## config.mk

```make
export PLATFORM = sky130hd
export DESIGN_NAME = draw_ball_motion
export DESIGN_NICKNAME = d
export VERILOG_FILES = /design/src/rtl/arkanoid_pkg.sv /design/src/rtl/ball_motion.sv /design/src/rtl/draw_ball_motion.sv
export SDC_FILE = /design/constraint.sdc
export NUM_CORES = 1
export LEC_CHECK = 0
export BUFFER_PORTS_ARGS = -buffer_cell sky130_fd_sc_hd__buf_2
export CAP_MARGIN = 40
export CORE_ASPECT_RATIO = 0.9
export CORE_UTILIZATION = 50
export CTS_BUF_LIST = sky130_fd_sc_hd__clkbuf_8
export CTS_CLUSTER_DIAMETER = 100
export DETAILED_ROUTE_END_ITERATION = 16
export GPL_TIMING_DRIVEN = 0
export HOLD_SLACK_MARGIN = 0.1
export PLACE_DENSITY = 0.71
export SYNTH_ARGS = -nofsm -noshare
export SYNTH_HDL_FRONTEND = slang
export SYNTH_SLANG_ARGS = --single-unit
```

## constraint.sdc

```tcl
create_clock -name pclk -period 6.8 [get_ports pclk]
set_input_delay 0.68 -clock pclk [delete_from_list [all_inputs] [get_ports pclk]]
set_output_delay 0.68 -clock pclk [all_outputs]
set_load 0.05 [all_outputs]
```

## src/rtl/arkanoid_pkg.sv

```systemverilog
// Shared types and constants for the Arkanoid VGA drawing chain.
// Used by the ball renderer and its motion controller.
package arkanoid_pkg;

    typedef enum logic [1:0] {
        IDLE   = 2'd0,
        MOVING = 2'd1,
        LOST   = 2'd2
    } ball_state_t;

    localparam int H_ACTIVE_DEF = 800;
    localparam int V_ACTIVE_DEF = 600;
    localparam int CNT_W        = 11;
    localparam int RGB_W        = 12;

    // Magnitude of a signed distance, saturated at 1023: any radius up to 31
    // still classifies correctly and the sum of two squares cannot wrap 22 bits.
    function automatic logic [9:0] abs_sat(input logic signed [11:0] v);
        logic [11:0] mag;
        mag = v[11] ? 12'(-v) : 12'(v);
        if (mag > 12'd1023) begin
            abs_sat = 10'd1023;
        end else begin
            abs_sat = mag[9:0];
        end
    endfunction

endpackage

```

## src/rtl/ball_motion.sv

```systemverilog
// Per-frame ball motion controller: frame tick detection, sticky request
// flags, IDLE/MOVING/LOST state machine and the ball position registers.
module ball_motion
    import arkanoid_pkg::*;
#(
    parameter int RADIUS   = 10,
    parameter int X_INIT   = 400,
    parameter int Y_INIT   = 500,
    parameter int SPEED    = 2,
    parameter int H_ACTIVE = H_ACTIVE_DEF,
    parameter int V_ACTIVE = V_ACTIVE_DEF
) (
    input  logic             pclk,
    input  logic             reset_n,
    input  logic             vblnk_in,
    input  logic             launch,
    input  logic             paddle_hit,
    output logic [CNT_W-1:0] ball_x,
    output logic [CNT_W-1:0] ball_y,
    output ball_state_t      state
);

    localparam logic signed [11:0] X_MIN_C = 12'(RADIUS);
    localparam logic signed [11:0] X_MAX_C = 12'(H_ACTIVE - 1 - RADIUS);
    localparam logic signed [11:0] Y_MIN_C = 12'(RADIUS);
    localparam logic signed [11:0] Y_MAX_C = 12'(V_ACTIVE - 1 - RADIUS);
    localparam logic signed [11:0] STEP_C  = 12'(SPEED);
    localparam logic [CNT_W-1:0]   X_INIT_C = CNT_W'(X_INIT);
    localparam logic [CNT_W-1:0]   Y_INIT_C = CNT_W'(Y_INIT);
    localparam logic [CNT_W-1:0]   STEP_U_C = CNT_W'(SPEED);

    logic              vblnk_d_r;
    logic              tick_s;
    logic              launch_flag_r;
    logic              paddle_flag_r;
    logic              launch_pend_s;
    logic              paddle_pend_s;
    ball_state_t       state_r;
    logic [CNT_W-1:0]  x_r;
    logic [CNT_W-1:0]  y_r;
    logic              dir_x_r;
    logic              dir_y_r;
    logic signed [11:0] nx_s;
    logic signed [11:0] ny_s;

    assign tick_s        = vblnk_in & ~vblnk_d_r;
    assign launch_pend_s = launch_flag_r | launch;
    assign paddle_pend_s = paddle_flag_r | paddle_hit;

    // Registered copy of vblnk for rising-edge frame tick detection.
    always_ff @(posedge pclk or negedge reset_n) begin
        if (!reset_n) begin
            vblnk_d_r <= 1'b0;
        end else begin
            vblnk_d_r <= vblnk_in;
        end
    end

    // Sticky request flags; every tick consumes (or discards) both of them.
    always_ff @(posedge pclk or negedge reset_n) begin
        if (!reset_n) begin
            launch_flag_r <= 1'b0;
            paddle_flag_r <= 1'b0;
        end else if (tick_s) begin
            launch_flag_r <= 1'b0;
            paddle_flag_r <= 1'b0;
        end else begin
            launch_flag_r <= launch_pend_s;
            paddle_flag_r <= paddle_pend_s;
        end
    end

    // Candidate next position, 12-bit signed so wall overshoot is visible.
    always_comb begin
        nx_s = $signed({1'b0, x_r});
        ny_s = $signed({1'b0, y_r});
        if (dir_x_r) begin
            nx_s = $signed({1'b0, x_r}) + STEP_C;
        end else begin
            nx_s = $signed({1'b0, x_r}) - STEP_C;
        end
        if (dir_y_r) begin
            ny_s = $signed({1'b0, y_r}) + STEP_C;
        end else begin
            ny_s = $signed({1'b0, y_r}) - STEP_C;
        end
    end

    // Motion state machine. Position resets to zero so the exported position
    // reads 0 under reset; IDLE reloads the parking spot on the next clock.
    always_ff @(posedge pclk or negedge reset_n) begin
        if (!reset_n) begin
            state_r <= IDLE;
            x_r     <= '0;
            y_r     <= '0;
            dir_x_r <= 1'b1;
            dir_y_r <= 1'b0;
        end else begin
            case (state_r)
                IDLE: begin
                    x_r     <= X_INIT_C;
                    y_r     <= Y_INIT_C;
                    dir_x_r <= 1'b1;
                    dir_y_r <= 1'b0;
                    if (tick_s && launch_pend_s) begin
                        state_r <= MOVING;
                    end
                end
                MOVING: begin
                    if (tick_s) begin
                        if (nx_s <= X_MIN_C) begin
                            x_r     <= X_MIN_C[CNT_W-1:0];
                            dir_x_r <= 1'b1;
                        end else if (nx_s >= X_MAX_C) begin
                            x_r     <= X_MAX_C[CNT_W-1:0];
                            dir_x_r <= 1'b0;
                        end else begin
                            x_r <= nx_s[CNT_W-1:0];
                        end

                        if (ny_s <= Y_MIN_C) begin
                            y_r     <= Y_MIN_C[CNT_W-1:0];
                            dir_y_r <= 1'b1;
                        end else if (paddle_pend_s) begin
                            y_r     <= y_r - STEP_U_C;
                            dir_y_r <= 1'b0;
                        end else if (ny_s >= Y_MAX_C) begin
                            state_r <= LOST;
                        end else begin
                            y_r <= ny_s[CNT_W-1:0];
                        end
                    end
                end
                LOST: begin
                    if (tick_s && launch_pend_s) begin
                        state_r <= MOVING;
                        x_r     <= X_INIT_C;
                        y_r     <= Y_INIT_C;
                        dir_x_r <= 1'b1;
                        dir_y_r <= 1'b0;
                    end
                end
                default: begin
                    state_r <= IDLE;
                end
            endcase
        end
    end

    assign ball_x = x_r;
    assign ball_y = y_r;
    assign state  = state_r;

endmodule

```

## src/rtl/draw_ball_motion.sv

```systemverilog
// Moving-ball overlay for the VGA chain: a two-stage distance pipeline
// composites a filled circle over the upstream pixel stream.
module draw_ball_motion
    import arkanoid_pkg::*;
#(
    parameter int               RADIUS   = 10,
    parameter logic [RGB_W-1:0] COLOR    = 12'h0_f_0,
    parameter int               X_INIT   = 400,
    parameter int               Y_INIT   = 500,
    parameter int               SPEED    = 2,
    parameter int               H_ACTIVE = H_ACTIVE_DEF,
    parameter int               V_ACTIVE = V_ACTIVE_DEF
) (
    input  logic             pclk,
    input  logic             reset_n,
    input  logic [CNT_W-1:0] hcount_in,
    input  logic [CNT_W-1:0] vcount_in,
    input  logic             hsync_in,
    input  logic             vsync_in,
    input  logic             hblnk_in,
    input  logic             vblnk_in,
    input  logic [RGB_W-1:0] rgb_in,
    input  logic             launch,
    input  logic             paddle_hit,
    output logic [CNT_W-1:0] hcount_out,
    output logic [CNT_W-1:0] vcount_out,
    output logic             hsync_out,
    output logic             vsync_out,
    output logic             hblnk_out,
    output logic             vblnk_out,
    output logic [RGB_W-1:0] rgb_out,
    output logic [CNT_W-1:0] ball_x,
    output logic [CNT_W-1:0] ball_y,
    output logic             ball_lost
);

    localparam logic [21:0] R2_C = 22'(RADIUS * RADIUS);

    logic [CNT_W-1:0]   pos_x_s;
    logic [CNT_W-1:0]   pos_y_s;
    ball_state_t        state_s;
    logic signed [11:0] dx_s;
    logic signed [11:0] dy_s;
    logic [21:0]        dist2_s;

    logic [CNT_W-1:0] hcount_d1_r, vcount_d1_r, hcount_d2_r, vcount_d2_r;
    logic [3:0]       strobe_d1_r, strobe_d2_r;
    logic [RGB_W-1:0] rgb_d1_r, rgb_d2_r;
    logic [9:0]       adx_r, ady_r;
    logic             draw_en_r;

    ball_motion #(
        .RADIUS   (RADIUS),
        .X_INIT   (X_INIT),
        .Y_INIT   (Y_INIT),
        .SPEED    (SPEED),
        .H_ACTIVE (H_ACTIVE),
        .V_ACTIVE (V_ACTIVE)
    ) u_ball_motion (
        .pclk       (pclk),
        .reset_n    (reset_n),
        .vblnk_in   (vblnk_in),
        .launch     (launch),
        .paddle_hit (paddle_hit),
        .ball_x     (pos_x_s),
        .ball_y     (pos_y_s),
        .state      (state_s)
    );

    assign dx_s    = $signed({1'b0, hcount_in}) - $signed({1'b0, pos_x_s});
    assign dy_s    = $signed({1'b0, vcount_in}) - $signed({1'b0, pos_y_s});
    assign dist2_s = 22'(adx_r) * 22'(adx_r) + 22'(ady_r) * 22'(ady_r);

    // Stage 1: delay timing, take distance magnitudes, qualify drawing.
    always_ff @(posedge pclk or negedge reset_n) begin
        if (!reset_n) begin
            hcount_d1_r <= '0;
            vcount_d1_r <= '0;
            strobe_d1_r <= '0;
            rgb_d1_r    <= '0;
            adx_r       <= '0;
            ady_r       <= '0;
            draw_en_r   <= 1'b0;
        end else begin
            hcount_d1_r <= hcount_in;
            vcount_d1_r <= vcount_in;
            strobe_d1_r <= {hsync_in, vsync_in, hblnk_in, vblnk_in};
            rgb_d1_r    <= rgb_in;
            adx_r       <= abs_sat(dx_s);
            ady_r       <= abs_sat(dy_s);
            draw_en_r   <= ~hblnk_in & ~vblnk_in & (state_s != LOST);
        end
    end

    // Stage 2: circle test and pixel select into the output registers.
    always_ff @(posedge pclk or negedge reset_n) begin
        if (!reset_n) begin
            hcount_d2_r <= '0;
            vcount_d2_r <= '0;
            strobe_d2_r <= '0;
            rgb_d2_r    <= '0;
        end else begin
            hcount_d2_r <= hcount_d1_r;
            vcount_d2_r <= vcount_d1_r;
            strobe_d2_r <= strobe_d1_r;
            rgb_d2_r    <= (draw_en_r && (dist2_s <= R2_C)) ? COLOR : rgb_d1_r;
        end
    end

    assign hcount_out = hcount_d2_r;
    assign vcount_out = vcount_d2_r;
    assign hsync_out  = strobe_d2_r[3];
    assign vsync_out  = strobe_d2_r[2];
    assign hblnk_out  = strobe_d2_r[1];
    assign vblnk_out  = strobe_d2_r[0];
    assign rgb_out    = rgb_d2_r;
    assign ball_x     = pos_x_s;
    assign ball_y     = pos_y_s;
    assign ball_lost  = (state_s == LOST);

endmodule
```

* Yosys cells after proc, flatten, opt, wreduce, memory -nomap -nowiden
Index checks and enable logic that the tools add are counted. Widths: inputs -> output; s select.
Storage, ports and cells: register bits 126, input bits 42, output and inout port bits 61, word-level logic and storage cells 104
Cells by class: add/sub/neg operators 10, multipliers 2, order comparisons 7, equal/unequal tests 12, muxes and demuxes 36, bitwise gates (word level) 8, reduce and logical (&&, ||, !) cells 10
Operators with widths (number):
- $mux 11 | 9
- $pmux 11 s3 | 2
- $mux 12 | 5
- $mul 10x10->20 | 2
- $add 11x2->12 const B | 2
- $ge 12x11->1 const B | 2
- $gt 12x10->1 const B | 2
- $le 12x5->1 const B | 2
- $neg 12->12 | 2
- $sub 11x11->12 | 2
- $sub 11x2->12 const B | 2
- $add 20x20->21 | 1
- $le 21x7->1 const B | 1
- $mux 10 | 2
- $reduce_and 4->1 | 3
- $sub 11x2->11 const B | 1
- $mux 1 | 10
- $mux 2 | 5
- $ne 2x1->1 const B | 4
- $ne 2x2->1 const B | 3
- $ne 3x1->1 const B | 2
- $pmux 1 s3 | 2
- $reduce_and 5->1 | 1
- $ne 4x2->1 const B | 1
- other kinds (11) | 17

* Depth between registers and ports, before layout
depth after elaboration 8, mapped depth 26, mapped depth without buffers 24

* Hierarchy
From an unflattened synthesis, not the netlist that was laid out.
Second synthesis, totals: cell total of the unflattened synthesis 1347, area, all modules 12887.4 um2
By module, submodules not included:
- draw_ball_motion | instances 1, cells each 1030, area each 10151.0 um2, seq. area each 2427.3 um2
- ball_motion | instances 1, cells each 317, area each 2736.4 um2, seq. area each 701.9 um2

* Worst setup path after synthesis
Ideal clock, no wire load.
path kind reg2reg, start point register ady_r[1], end point register rgb_d2_r[10] (netlist: rgb_out[10]), setup time 0.118 ns, arrival time 6.338 ns, setup slack 0.344 ns, cell stages (with the launch flop) 24, buffers on the path 2, cells stage by stage dfrtp_1 -> clkbuf_1 -> and2_1 -> fa_1 -> fa_1 -> inv_1 -> fa_1 -> inv_1 -> fa_1 -> fa_1 -> fa_1 -> inv_1 -> fa_1 -> inv_1 -> ha_1 -> o211ai_1 -> a21boi_2 -> a31oi_2 -> o211a_1 -> nor4_1 -> nand4_1 -> nor4_2 -> buf_4 -> nor2b_1
On the way: longest elaborated chain between the ends 5
Ends and longest elaborated chain:
- start, declared | RTL line draw_ball_motion.sv:49 | logic [9:0] adx_r, ady_r;
- start signal, assigned | RTL line draw_ball_motion.sv:90 | ady_r <= abs_sat(dy_s);
- $mul 10x10->20 | RTL line draw_ball_motion.sv:72 | assign dist2_s = 22'(adx_r) * 22'(adx_r) + 22'(ady_r) * 22'(ady_r);
- $add 20x20->21 | RTL line draw_ball_motion.sv:72
- $le 21x7->1 | RTL line draw_ball_motion.sv:106 | rgb_d2_r <= (draw_en_r && (dist2_s <= R2_C)) ? COLOR : rgb_d1_r;
- $logic_and 1x1->1 | RTL line draw_ball_motion.sv:106
- $mux 12 | RTL line draw_ball_motion.sv:106
- end signal, assigned | RTL line draw_ball_motion.sv:106
- end, declared | RTL line draw_ball_motion.sv:48 | logic [RGB_W-1:0] rgb_d1_r, rgb_d2_r;
No other way between the ends. A chain may end at the register's enable or synchronous reset.

* Worst setup path after layout
start point register adx_r[9], end point register rgb_d2_r[11] (netlist: rgb_out[11])
On the way: longest elaborated chain between the ends 5
Ends and longest elaborated chain:
- start, declared | RTL line draw_ball_motion.sv:49
- start signal, assigned | RTL line draw_ball_motion.sv:89 | adx_r <= abs_sat(dx_s);
- $mul 10x10->20 | RTL line draw_ball_motion.sv:72
- $add 20x20->21 | RTL line draw_ball_motion.sv:72
- $le 21x7->1 | RTL line draw_ball_motion.sv:106
- $logic_and 1x1->1 | RTL line draw_ball_motion.sv:106
- $mux 12 | RTL line draw_ball_motion.sv:106
No other way between the ends.

==> results.txt <==
The run finished with clean final reports. The detailed placer's ending HPWL came out at around 22,000 µm. The data required time at the worst endpoint is approximately 7100 ps. The final critical delay including setup and external delays is 6690 ps. Walking the worst path, the cells encountered are nand2_1, fa_1, fa_1, inv_1, fa_1, fa_1, fa_1, fa_1, fa_1, ha_4, a2111o_1, o211ai_1, a31oi_1, xnor2_1, o31ai_2, nor4_4, buf_4, and2b_1. The total overflow reported by the global router is 0. Synthesis produced a netlist with a net count of 1,616.

In this run the worst setup path terminates at rgb_out[11]$_DFF_PN0_. The number of H-tree levels came out at 4. In the synthesized netlist the dominant register cell turns out to be dfrtp_1. The clock passes through at most 2 buffers.

Buffers inserted during clock tree synthesis total 17. The final routed DRC violation total is 0. The count of flip-flops with a built-in enable after synthesis is 0. After floorplanning, the core was divided into 54 placement rows. The instance count of the mapped netlist is around 1,300.

The layout overhead on the synthesized area is 15.2%. The endpoint class of the critical path is a flip-flop. The worst stage delay on the critical path is approximately 630 ps. The total number of clock tree sinks came out at 124. Entering global routing, the biggest net connects 70 pins. The maximum clock frequency came out at 149 MHz. The violation count after the first detailed-route iteration is 504.

In this run the biggest area consumer among cell types represents 24.5% of the synthesized area. The leading area contributor after synthesis is dfrtp_1. The total of flip-flops plus latches after synthesis came out at 124. The clock tree from TritonCTS is done. In this run the worst setup path begins at adx_r[9]$_DFF_PN0_. The number of vias after detailed routing is 9,638.

The routed via count divided by cell count is roughly 5.3. Among cell families on the critical path, the largest total delay comes from adder cells. The number of nets in the layout came out at 1,767. The clock transition at the register clock pins on the worst setup and hold paths after CTS came out at 90 ps. In this run the remaining antenna-violating nets after routing total 0.

The floorplan step defined a die boundary enclosing between 0.02 and 0.03 mm². The via count of the first global-routing pass came out at 9,688. In this run the worst path has a maximum fanout of 10. The cell count along the critical path is 18. Clock tree synthesis selected as its root buffer the cell clkbuf_8. The number of detailed-route iterations in the first pass is 5.

In the post-synthesis netlist, the biggest area contributors are dfrtp_1 24%, fa_1 21%, ha_1 12%. The number of buffer and inverter stages on the critical path came out at 2. The normalized max-slew margin is slightly below 50%. The global routing usage summed across all routing layers is a little under a quarter.

The share of synthesized area occupied by flip-flops and latches came out at 24.7%. The initial antenna violation count came out at 0. The post-route netlist has 19.1% of its cells at a drive strength greater than 1.

The die width came out at 169 µm. The worst clock skew on the final layout is roughly 13 ps. The library cell used most frequently in the layout, excluding fill and tap cells, is inv_1. The count of cells along the worst register-to-register path is 18. The number of port buffers is roughly 100. The data arrival time of the critical path is around 7000 ps. The number of max-slew violations in the final report is 0. The slowest stage cell on the critical path is dfrtp_1. The startpoint identified for the worst register-to-register timing path is adx_r[9]$_DFF_PN0_. The mean instance size in the synthesized netlist came out at 9.56 µm².

The post-detailed-route wirelength per cell came out at 15.4 µm. The final RePlAce weighted congestion came out at 0.871. The wire length reported by the detailed router came out at 28,000 µm. After layout, the worst path uses between 90% and 100% of the clock period. The die is 152 µm tall. The total of max-cap violations came out at 0.

The critical path is of the reg2reg type. Yosys printed 0 warnings. The initial cell density of the core came out at about 50%. Leaving out fill and tap cells, the most frequent cells in the layout are 231 x inv_1, 130 x fa_1, 118 x ha_1, 107 x buf_2, 107 x dfrtp_1. In this run the worst hold path is classified as in2async. The first global-routing pass estimated 46,800 µm of wire. The insertion delay to the later sink of the worst-skew pair came out at 450 ps. The actual slew at the worst max-slew pin is 755 ps. The post-synthesis async set-or-reset flop share came out at 100%. The setup check on the worst reg-to-reg path leaves a slack of 110 ps. The hold violation total from the final report is 0. The final setup violation count is 0. The worst setup path is launched from a flip-flop. The top-level I/O count came out at 103. Setup repair after global routing could not meet its margin everywhere.

The worst hold margin is 177 ps. After synthesis the cells add up to 0.0126 mm². The endpoint identified for the worst register-to-register timing path is rgb_out[11]$_DFF_PN0_.

Among the stages of the critical path, the cell type that occurs most often is fa_1. The area of the placeable core came out at 0.0245 mm². After synthesis, the netlist uses 90 different library cells.
cell type report:
type	instances	area, µm²
Antenna cell	2	5.00
Buffer	21	180
Clock buffer	17	234
Clock inverter	15	169
Fill cell	2123	9970
Inverter	235	882
Multi-Input combinational cell	926	8650
Sequential cell	124	3120
Tap cell	336	420
Timing Repair Buffer	142	830
metrics by stage:
stage | instances | setup TNS (ps) | setup slack, ps | utilization [%] | area, µm²
2_1_floorplan | 1316 | 0 | 344 | - | 12600
3_3_place_gp | 1753 | -8230 | -700 | 55.2 | 13500
3_5_place_dp | 1754 | -9390 | -801 | 55.4 | 13500
4_1_cts | 1786 | 0 | 1.45 | 57.6 | 14100
5_1_grt | 1816 | -693 | -70.1 | 59.2 | 14500
6_report | 1818 | 0 | 107 | 59.3 | 14500
worst min-delay path by stage:
stage                                         from                                  end  slack (ps)  cells past startpoint
final                                      reset_n  u_ball_motion.ball_y[4]$_DFFE_PN0P_         180                      1
after global routing                       reset_n  u_ball_motion.ball_y[4]$_DFFE_PN0P_         200                      1
after CTS                                  reset_n  u_ball_motion.ball_y[7]$_DFFE_PN0P_         170                      1
after detailed placement  vcount_d1_r[0]$_DFF_PN0_              vcount_out[0]$_DFF_PN0_         330                      0
after global placement    strobe_d1_r[3]$_DFF_PN0_             strobe_d2_r[3]$_DFF_PN0_         330                      0
after floorplan           hcount_d1_r[0]$_DFF_PN0_              hcount_out[0]$_DFF_PN0_         330                      0
registers in the layout, indices dropped and copies added (netlist names), 2 cells and up:
signal,cells
strobe_d2_r,4
vcount_d1_r,11
rgb_d1_r,12
u_ball_motion.ball_y,10
strobe_d1_r,4
u_ball_motion.ball_x,11
ady_r,10
hcount_d1_r,11
hcount_out,11
adx_r,10
u_ball_motion.state,2
vcount_out,11
rgb_out,12
layer usage:
metal,global-route usage (%),up-vias,wire length [µm]
li1,-,4682,-
met1,31.4,4734,13100
met2,37.3,193,13600
met3,3.27,29,1020
met4,5.58,0,384
met5,0,-,0
Yosys cell counts, drive strengths merged, types with 3 or more instances:
| cell type | number |
|---|---|
| nand3 | 15 |
| o32ai | 4 |
| o22ai | 7 |
| inv | 235 |
| or2 | 11 |
| a2111o | 3 |
| o21ai | 33 |
| o31ai | 5 |
| a31oi | 8 |
| xnor2 | 39 |
| nor2b | 18 |
| o211ai | 20 |
| a311oi | 3 |
| clkbuf | 18 |
| a21oi | 54 |
| o21a | 16 |
| buf | 12 |
| nor3b | 9 |
| and3 | 8 |
| mux2i | 6 |
| xor2 | 17 |
| ha | 124 |
| nand2b | 15 |
| o221a | 4 |
| nand2 | 110 |
| nor2 | 67 |
| a211oi | 11 |
| nor3 | 22 |
| nand4 | 4 |
| a2111oi | 5 |
| a2bb2oi | 6 |
| nor4 | 12 |
| a21o | 15 |
| or3 | 9 |
| dfrtp | 123 |
| o211a | 4 |
| o21bai | 5 |
| a22o | 3 |
| or4 | 7 |
| fa | 134 |
| and2b | 3 |
| and2 | 52 |
worst reg2reg max path, delay by kind of cell (launching register included):
family / cells / cell delay, ps
flip-flops: 1 / 630
buffers and inverters: 2 / 220
XOR/XNOR: 1 / 250
AND/OR/NAND/NOR: 3 / 650
adder cells (fa/ha/maj): 8 / 3830
AO/OA/AOI/OAI: 4 / 1010
logic make-up after synthesis:
group	count (synthesis)	synth area share, %
and+or+nand+nor	367	14.9
buffers and inverters	266	8.26
adders and majority gates	258	33.7
AOI/OAI and AO/OA	235	13.6
DFF	124	24.7
xor gates and xnor gates	56	4.11
muxes	8	0.756
other	2	0.0597
what timing repair did:
action,CTS,global route
pin swaps,11,40
setup buffers,8,31
setup endpoints to repair,12,12
resized for setup,37,59
hold endpoints to repair,0,0
cloned,1,0
hold buffers,0,0
Power is left out: the tool's default activity adds up to more than one toggle a clock period on the data nets, which glitch-free logic cannot reach.
